===== src/rtl/spi_controller.sv =====
// spi_controller
//   SPI Mode-0 write-only initiator. Each accepted request is sent as one
//   16-bit frame, MSB first: bit15 = 1 (write), bits[14:8] = addr,
//   bits[7:0] = data. SCLK idles low. COPI changes on SCLK falling edges,
//   so the peripheral can sample it on rising edges.
//
// Ports
//   clk      in   system clock; all logic runs on the rising edge
//   rst      in   synchronous, active-high reset (aborts a frame in flight)
//   start    in   frame request; accepted only while busy == 0
//   addr     in   7-bit register address, captured on accept
//   data     in   8-bit register data, captured on accept
//   busy     out  frame in progress (nCS low or inter-frame gap)
//   done     out  one-cycle pulse after the gap following a frame
//   spi_out  out  packed bus {nCS, COPI, SCLK}
//
// Parameters
//   CLK_DIV  clk cycles per SCLK half-period (>= 2)
//   CS_GAP   clk cycles nCS stays high after a frame before done (>= 1)

module spi_controller #(
  parameter int CLK_DIV = 4,
  parameter int CS_GAP  = 4
) (
  input  logic       clk,
  input  logic       rst,
  input  logic       start,
  input  logic [6:0] addr,
  input  logic [7:0] data,
  output logic       busy,
  output logic       done,
  output logic [2:0] spi_out
);

  localparam int CW = $clog2(CLK_DIV) + 1;
  localparam int GW = $clog2(CS_GAP) + 1;

  typedef enum logic [2:0] {
    IDLE,
    SETUP,
    HIGH,
    LOW,
    HOLD,
    GAP,
    DONE
  } state_t;

  state_t        state_reg;
  logic [CW-1:0] half_cnt_reg;
  logic [GW-1:0] gap_cnt_reg;
  logic [3:0]    bit_cnt_reg;
  // Only addr/data are kept. The leading write bit goes straight onto COPI
  // when the request is accepted.
  logic [14:0]   shift_reg;
  logic          ncs_reg;
  logic          copi_reg;
  logic          sclk_reg;
  logic          busy_reg;
  logic          done_reg;

  logic half_last;
  logic gap_last;
  assign half_last = (half_cnt_reg == CW'(CLK_DIV - 1));
  assign gap_last  = (gap_cnt_reg == GW'(CS_GAP - 1));

  assign spi_out = {ncs_reg, copi_reg, sclk_reg};
  assign busy    = busy_reg;
  assign done    = done_reg;

  always_ff @(posedge clk) begin
    if (rst) begin
      state_reg    <= IDLE;
      half_cnt_reg <= '0;
      gap_cnt_reg  <= '0;
      bit_cnt_reg  <= '0;
      shift_reg    <= '0;
      ncs_reg      <= 1'b1;
      copi_reg     <= 1'b0;
      sclk_reg     <= 1'b0;
      busy_reg     <= 1'b0;
      done_reg     <= 1'b0;
    end else begin
      done_reg <= 1'b0;
      case (state_reg)
        // IDLE and DONE both accept a request. That allows back-to-back
        // frames with only the gap and the done cycle between them.
        IDLE, DONE: begin
          ncs_reg  <= 1'b1;
          copi_reg <= 1'b0;
          sclk_reg <= 1'b0;
          busy_reg <= 1'b0;
          if (start) begin
            shift_reg    <= {addr, data};
            copi_reg     <= 1'b1;
            ncs_reg      <= 1'b0;
            busy_reg     <= 1'b1;
            half_cnt_reg <= '0;
            bit_cnt_reg  <= '0;
            state_reg    <= SETUP;
          end else begin
            state_reg <= IDLE;
          end
        end

        SETUP: begin
          if (half_last) begin
            half_cnt_reg <= '0;
            sclk_reg     <= 1'b1;
            state_reg    <= HIGH;
          end else begin
            half_cnt_reg <= half_cnt_reg + 1'b1;
          end
        end

        HIGH: begin
          if (half_last) begin
            half_cnt_reg <= '0;
            sclk_reg     <= 1'b0;
            if (bit_cnt_reg == 4'd15) begin
              state_reg <= HOLD;
            end else begin
              // Falling edge: present the next bit for the following rise.
              copi_reg    <= shift_reg[14];
              shift_reg   <= {shift_reg[13:0], 1'b0};
              bit_cnt_reg <= bit_cnt_reg + 1'b1;
              state_reg   <= LOW;
            end
          end else begin
            half_cnt_reg <= half_cnt_reg + 1'b1;
          end
        end

        LOW: begin
          if (half_last) begin
            half_cnt_reg <= '0;
            sclk_reg     <= 1'b1;
            state_reg    <= HIGH;
          end else begin
            half_cnt_reg <= half_cnt_reg + 1'b1;
          end
        end

        // Keep nCS low for one more half-period so the peripheral's
        // synchroniser can register the last bit before nCS rises.
        HOLD: begin
          if (half_last) begin
            half_cnt_reg <= '0;
            gap_cnt_reg  <= '0;
            ncs_reg      <= 1'b1;
            copi_reg     <= 1'b0;
            state_reg    <= GAP;
          end else begin
            half_cnt_reg <= half_cnt_reg + 1'b1;
          end
        end

        GAP: begin
          if (gap_last) begin
            gap_cnt_reg <= '0;
            busy_reg    <= 1'b0;
            done_reg    <= 1'b1;
            state_reg   <= DONE;
          end else begin
            gap_cnt_reg <= gap_cnt_reg + 1'b1;
          end
        end

        default: begin
          state_reg <= IDLE;
          ncs_reg   <= 1'b1;
          copi_reg  <= 1'b0;
          sclk_reg  <= 1'b0;
          busy_reg  <= 1'b0;
        end
      endcase
    end
  end

endmodule


===== config.mk =====
export PLATFORM = sky130hd
export DESIGN_NAME = spi_controller
export DESIGN_NICKNAME = d
export VERILOG_FILES = /design/src/rtl/spi_controller.sv
export SDC_FILE = /design/constraint.sdc
export NUM_CORES = 1
export LEC_CHECK = 0
export CORE_UTILIZATION = 45
export CTS_BUF_LIST = sky130_fd_sc_hd__clkbuf_8
export DETAILED_ROUTE_END_ITERATION = 6
export DONT_BUFFER_PORTS = 1
export HOLD_SLACK_MARGIN = 0.03
export PLACE_DENSITY = 0.61
export SYNTH_ARGS = -nofsm -noshare
export SYNTH_HDL_FRONTEND = slang
export SYNTH_SLANG_ARGS = --single-unit

===== constraint.sdc =====
create_clock -name clk -period 4.8 [get_ports clk]
set_input_delay 0.96 -clock clk [delete_from_list [all_inputs] [get_ports clk]]
set_output_delay 0.96 -clock clk [all_outputs]
set_load 0.05 [all_outputs]

==> summary.md <==
| Metric | Value |
|---|---|
| Mean Syn Cell Area | 9.44 sq um |
| Total of warnings raised by yosys | 0 |
| Distinct cell type count after synthesis | 42 |
| Count of vias placed by the detailed router | 1292 |
| Cell class contributing the biggest share of worst-path delay | simple AND/OR/NAND/NOR gates |
| Max cap viols | 0 |
| Design internal power | 0.000413 W |
| Filler instances | 355 |
| Commonest non-fill, non-tap cell in the layout | sky130_fd_sc_hd__dfxtp_1 |
| Total clock buffers created by CTS | 5 |
| Global-route congestion overflow total | 0 |
| CP Cell Sequence | or3b_1 -> o32ai_4 -> buf_4 -> nor2_1 -> a211oi_2 |
| Period minus WS final | 2670 ps |
| Setup violation total in the final timing report | 0 |
| Fin Setup TNS | 0 ps |
| FF-to-FF End | shift_reg[8]$_SDFFE_PP0P_ |
| Required time reported for the critical path endpoint | 5010 ps |
| Share of async-settable or async-resettable flops after synthesis | 0% |
| Post-Syn Instances | 186 |
| Number of buffers inserted to repair setup after CTS | 0 |
| Die boundary width | 64.5 um |
| Sort of element at the start of the critical path | flip-flop |
| Number of routed nets with antenna violations | 0 |
| Data arrival time of the critical path | 2870 ps |
| Portion of total power attributed to the clock network | 35.2% |
| Hold slack | 463 ps |
| Main flop type after synthesis | sky130_fd_sc_hd__dfxtp_1 |
| Top fanout value on the critical path | 20 |
| Clock latency reported for the late side of the worst-skew pair | 280 ps |
| Post-synth design cell area | 0.00176 sq mm |
| Kind of critical path | reg2reg |
| Max VDD drop | 165 uV |
| Post-CTS resize count | 0 |
| Maximum count of clock buffers along a single path | 2 |
| Final wirelength | 3200 um |
| Area growth from synthesis to layout | 2.71% |
| DIE AREA | 0.00416 sq mm |
| Relative max-transition margin | 43.1% |
| Via density per instance | 5.69 |
| Worst hold start | gap_cnt_reg[2]$_SDFFE_PP0P_ |
| Standard-cell rows | 22 |
| Flop pwr share | 54.9% |
| Wire length of the first global-routing pass | 5510 um |
| Y dimension of the die | 64.5 um |
| Top-Level Pins | 23 |
| Maximum level of the CTS H-tree | 2 |
| Hold Buf Count CTS | 0 |
| Type of the most critical hold path | reg2reg |
| Total Nets Final | 199 |
| Core Footprint | 0.00372 sq mm |
| Port Buf Inserts | 0 |
| Multi-input gate area | 982 sq um |
| Overall fraction of global-route tracks in use | 17.4% |
| Detailed placement HPWL | 2210 um |
| Leakage | 0.755 nW |
| Capture endpoint of the worst hold path | done$_SDFF_PP0_ |
| Number of clock sinks | 33 |
| Clock-pin slew reported for the worst setup and hold paths after clock tree synthesis | 70 ps |
| Areal power density over the cells | 310 mW/mm^2 |
| Initial standard-cell utilization of the core | 47.3% |
| DRC marker count from the first detailed-route iteration | 49 |
| Internal reg-to-reg setup slack | 2130 ps |
| Overall power | 0.000560 W |
| FF-to-FF path depth | 5 |
| Number of buffer and inverter instances along the worst setup path | 1 |
| Maximum number of pins on one net before global-route repair | 32 |
| Worst-case clock skew | 4.46 ps |
| Worst hold path stage count | 1 |
| Proportion of layout cells with a drive suffix above 1 | 16.8% |
| Most frequent cells in the layout | sky130_fd_sc_hd__dfxtp_1 (33), sky130_fd_sc_hd__nor2_1 (26), sky130_fd_sc_hd__mux2i_1 (16), sky130_fd_sc_hd__a211oi_2 (14), sky130_fd_sc_hd__a21oi_1 (10) |
| Slew at the pin closest to its max-slew limit | 853 ps |
| Max Transition Viols Final | 0 |
| Outcome | finished, final reports clean |
| Number of iterations in the first detailed-routing pass | 4 |
| Via count of the first global-routing pass | 1245 |
| RSZ-0062 raised after global routing | no |
| Sw Share | 26.2% |
| Number of antenna violations at the first check in global routing | 0 |
| Critical Path End Type | flip-flop |
| Number of synthesized flops with an enable pin | 0 |
| Launch instance of the worst register-to-register path | state_reg[1]$_SDFFE_PP0P_ |
| Post-DR wirelength/cell | 14.1 um |
| Register bit total from synthesis | 33 |
| Fraction of the yosys area taken by sequential cells | 37.6% |
| Seq. cell area | 661 sq um |
| Remaining design rule violation count | 0 |
| Clock tree from TritonCTS | built |
| Maximum achievable frequency | 375 MHz |
| P_sw | 0.000146 W |
| Fin. Hold Viols | 0 |
| Max FFs per register | 15 |
| Number of diodes added for antenna fixing | 0 |
| Root buffer cell | sky130_fd_sc_hd__clkbuf_8 |
| Placer congestion estimate | 0.775 |
| Crit path largest cell delay | 760 ps |
| Part of the power in combinational logic | 9.9% |
| Fin crit share | 55.6% |
| Net Count, Synth | 207 |
| Critical path's slowest cell | sky130_fd_sc_hd__or3b_1 |
[stage by stage]
step	instance area [sq um]	cells	util, %	setup WS [ps]
2_1_floorplan	1760	186	-	2990
3_3_place_gp	1720	219	46.3	2210
3_5_place_dp	1720	219	46.3	2080
4_1_cts	1800	227	48.6	2080
5_1_grt	1800	227	48.6	1880
6_report	1800	227	48.6	2130
[power by group through the flow]
stage / logic [W] / clock network (W) / registers, W
global route: 0.0000622 / 0.000216 / 0.000310
finish: 0.0000552 / 0.000197 / 0.000308
floorplan: 0.0000639 / 0 / 0.000304
CTS: 0.0000561 / 0.000205 / 0.000308
detailed placement: 0.0000558 / 0 / 0.000314
global placement: 0.0000533 / 0 / 0.000313
[cell families after synthesis]
family / synth area share (%)
buffers and inverters: 6.48
muxes: 11.0
xor gates and xnor gates: 1.50
AOI/OAI and AO/OA: 24.4
and+or+nand+nor: 16.9
adders and majority gates: 2.14
DFF: 37.6
[cell usage after synthesis (2+ instances only)]
library cell / number / share of area [%]
sky130_fd_sc_hd__dfxtp_1: 33 / 38
sky130_fd_sc_hd__nor2_1: 26 / 5.6
sky130_fd_sc_hd__mux2i_1: 16 / 9.1
sky130_fd_sc_hd__a211oi_2: 14 / 10
sky130_fd_sc_hd__a21oi_1: 10 / 2.8
sky130_fd_sc_hd__nand3_1: 8 / 2.3
sky130_fd_sc_hd__nand2_1: 7 / 1.5
sky130_fd_sc_hd__clkbuf_1: 6 / 1.3
sky130_fd_sc_hd__buf_4: 5 / 2.1
sky130_fd_sc_hd__nor2b_1: 5 / 1.8
sky130_fd_sc_hd__o21ai_0: 5 / 1.4
sky130_fd_sc_hd__and3_1: 4 / 1.4
sky130_fd_sc_hd__nand2b_1: 4 / 1.4
sky130_fd_sc_hd__buf_6: 3 / 1.9
sky130_fd_sc_hd__ha_1: 3 / 2.1
sky130_fd_sc_hd__inv_1: 3 / 0.64
sky130_fd_sc_hd__mux2_2: 3 / 1.9
sky130_fd_sc_hd__a22oi_1: 2 / 0.85
sky130_fd_sc_hd__nor3b_1: 2 / 0.85
sky130_fd_sc_hd__o211ai_1: 2 / 0.85
sky130_fd_sc_hd__o22ai_1: 2 / 0.71
sky130_fd_sc_hd__or2_2: 2 / 0.71
sky130_fd_sc_hd__xnor2_1: 2 / 1.0
[how the worst max path moves through the flow]
stage	from	to	slack, ps	cells after the start
global placement	state_reg[1]$_SDFFE_PP0P_	shift_reg[13]$_SDFFE_PP0P_	2210	5
floorplan	rst	bit_cnt_reg[0]$_SDFFE_PP0P_	2990	3
CTS	state_reg[1]$_SDFFE_PP0P_	shift_reg[8]$_SDFFE_PP0P_	2080	5
detailed placement	state_reg[1]$_SDFFE_PP0P_	shift_reg[8]$_SDFFE_PP0P_	2080	5
finish	state_reg[1]$_SDFFE_PP0P_	shift_reg[8]$_SDFFE_PP0P_	2130	5
global route	state_reg[1]$_SDFFE_PP0P_	shift_reg[6]$_SDFFE_PP0P_	1880	5
[layout make-up]
type,instances,area share (%)
clock buffer,5,3.81
clock inverter,3,0.763
inverter,3,0.624
multi-input combinational,134,54.4
sequential,33,36.6
tap,48,3.33
timing repair buffer,1,0.416
[per-layer routing]
metal / vias to the layer above / global-route usage, % / routed length [um]
met2: 25 / 29.9 / 1530
met1: 607 / 19.7 / 1460
met3: 6 / 5.46 / 153
met4: 0 / 7.50 / 55
met5: - / 0 / 0
li1: 654 / - / -
[worst register-to-register path, delay by kind of cell, from the launching register on]
family / cells / cell delay [ps]
AOI/OAI and AO/OA: 2 / 820
DFF: 1 / 580
and+or+nand+nor: 2 / 840
buffers and inverters: 1 / 360
Note: power is estimated with default switching activity, not from simulation.
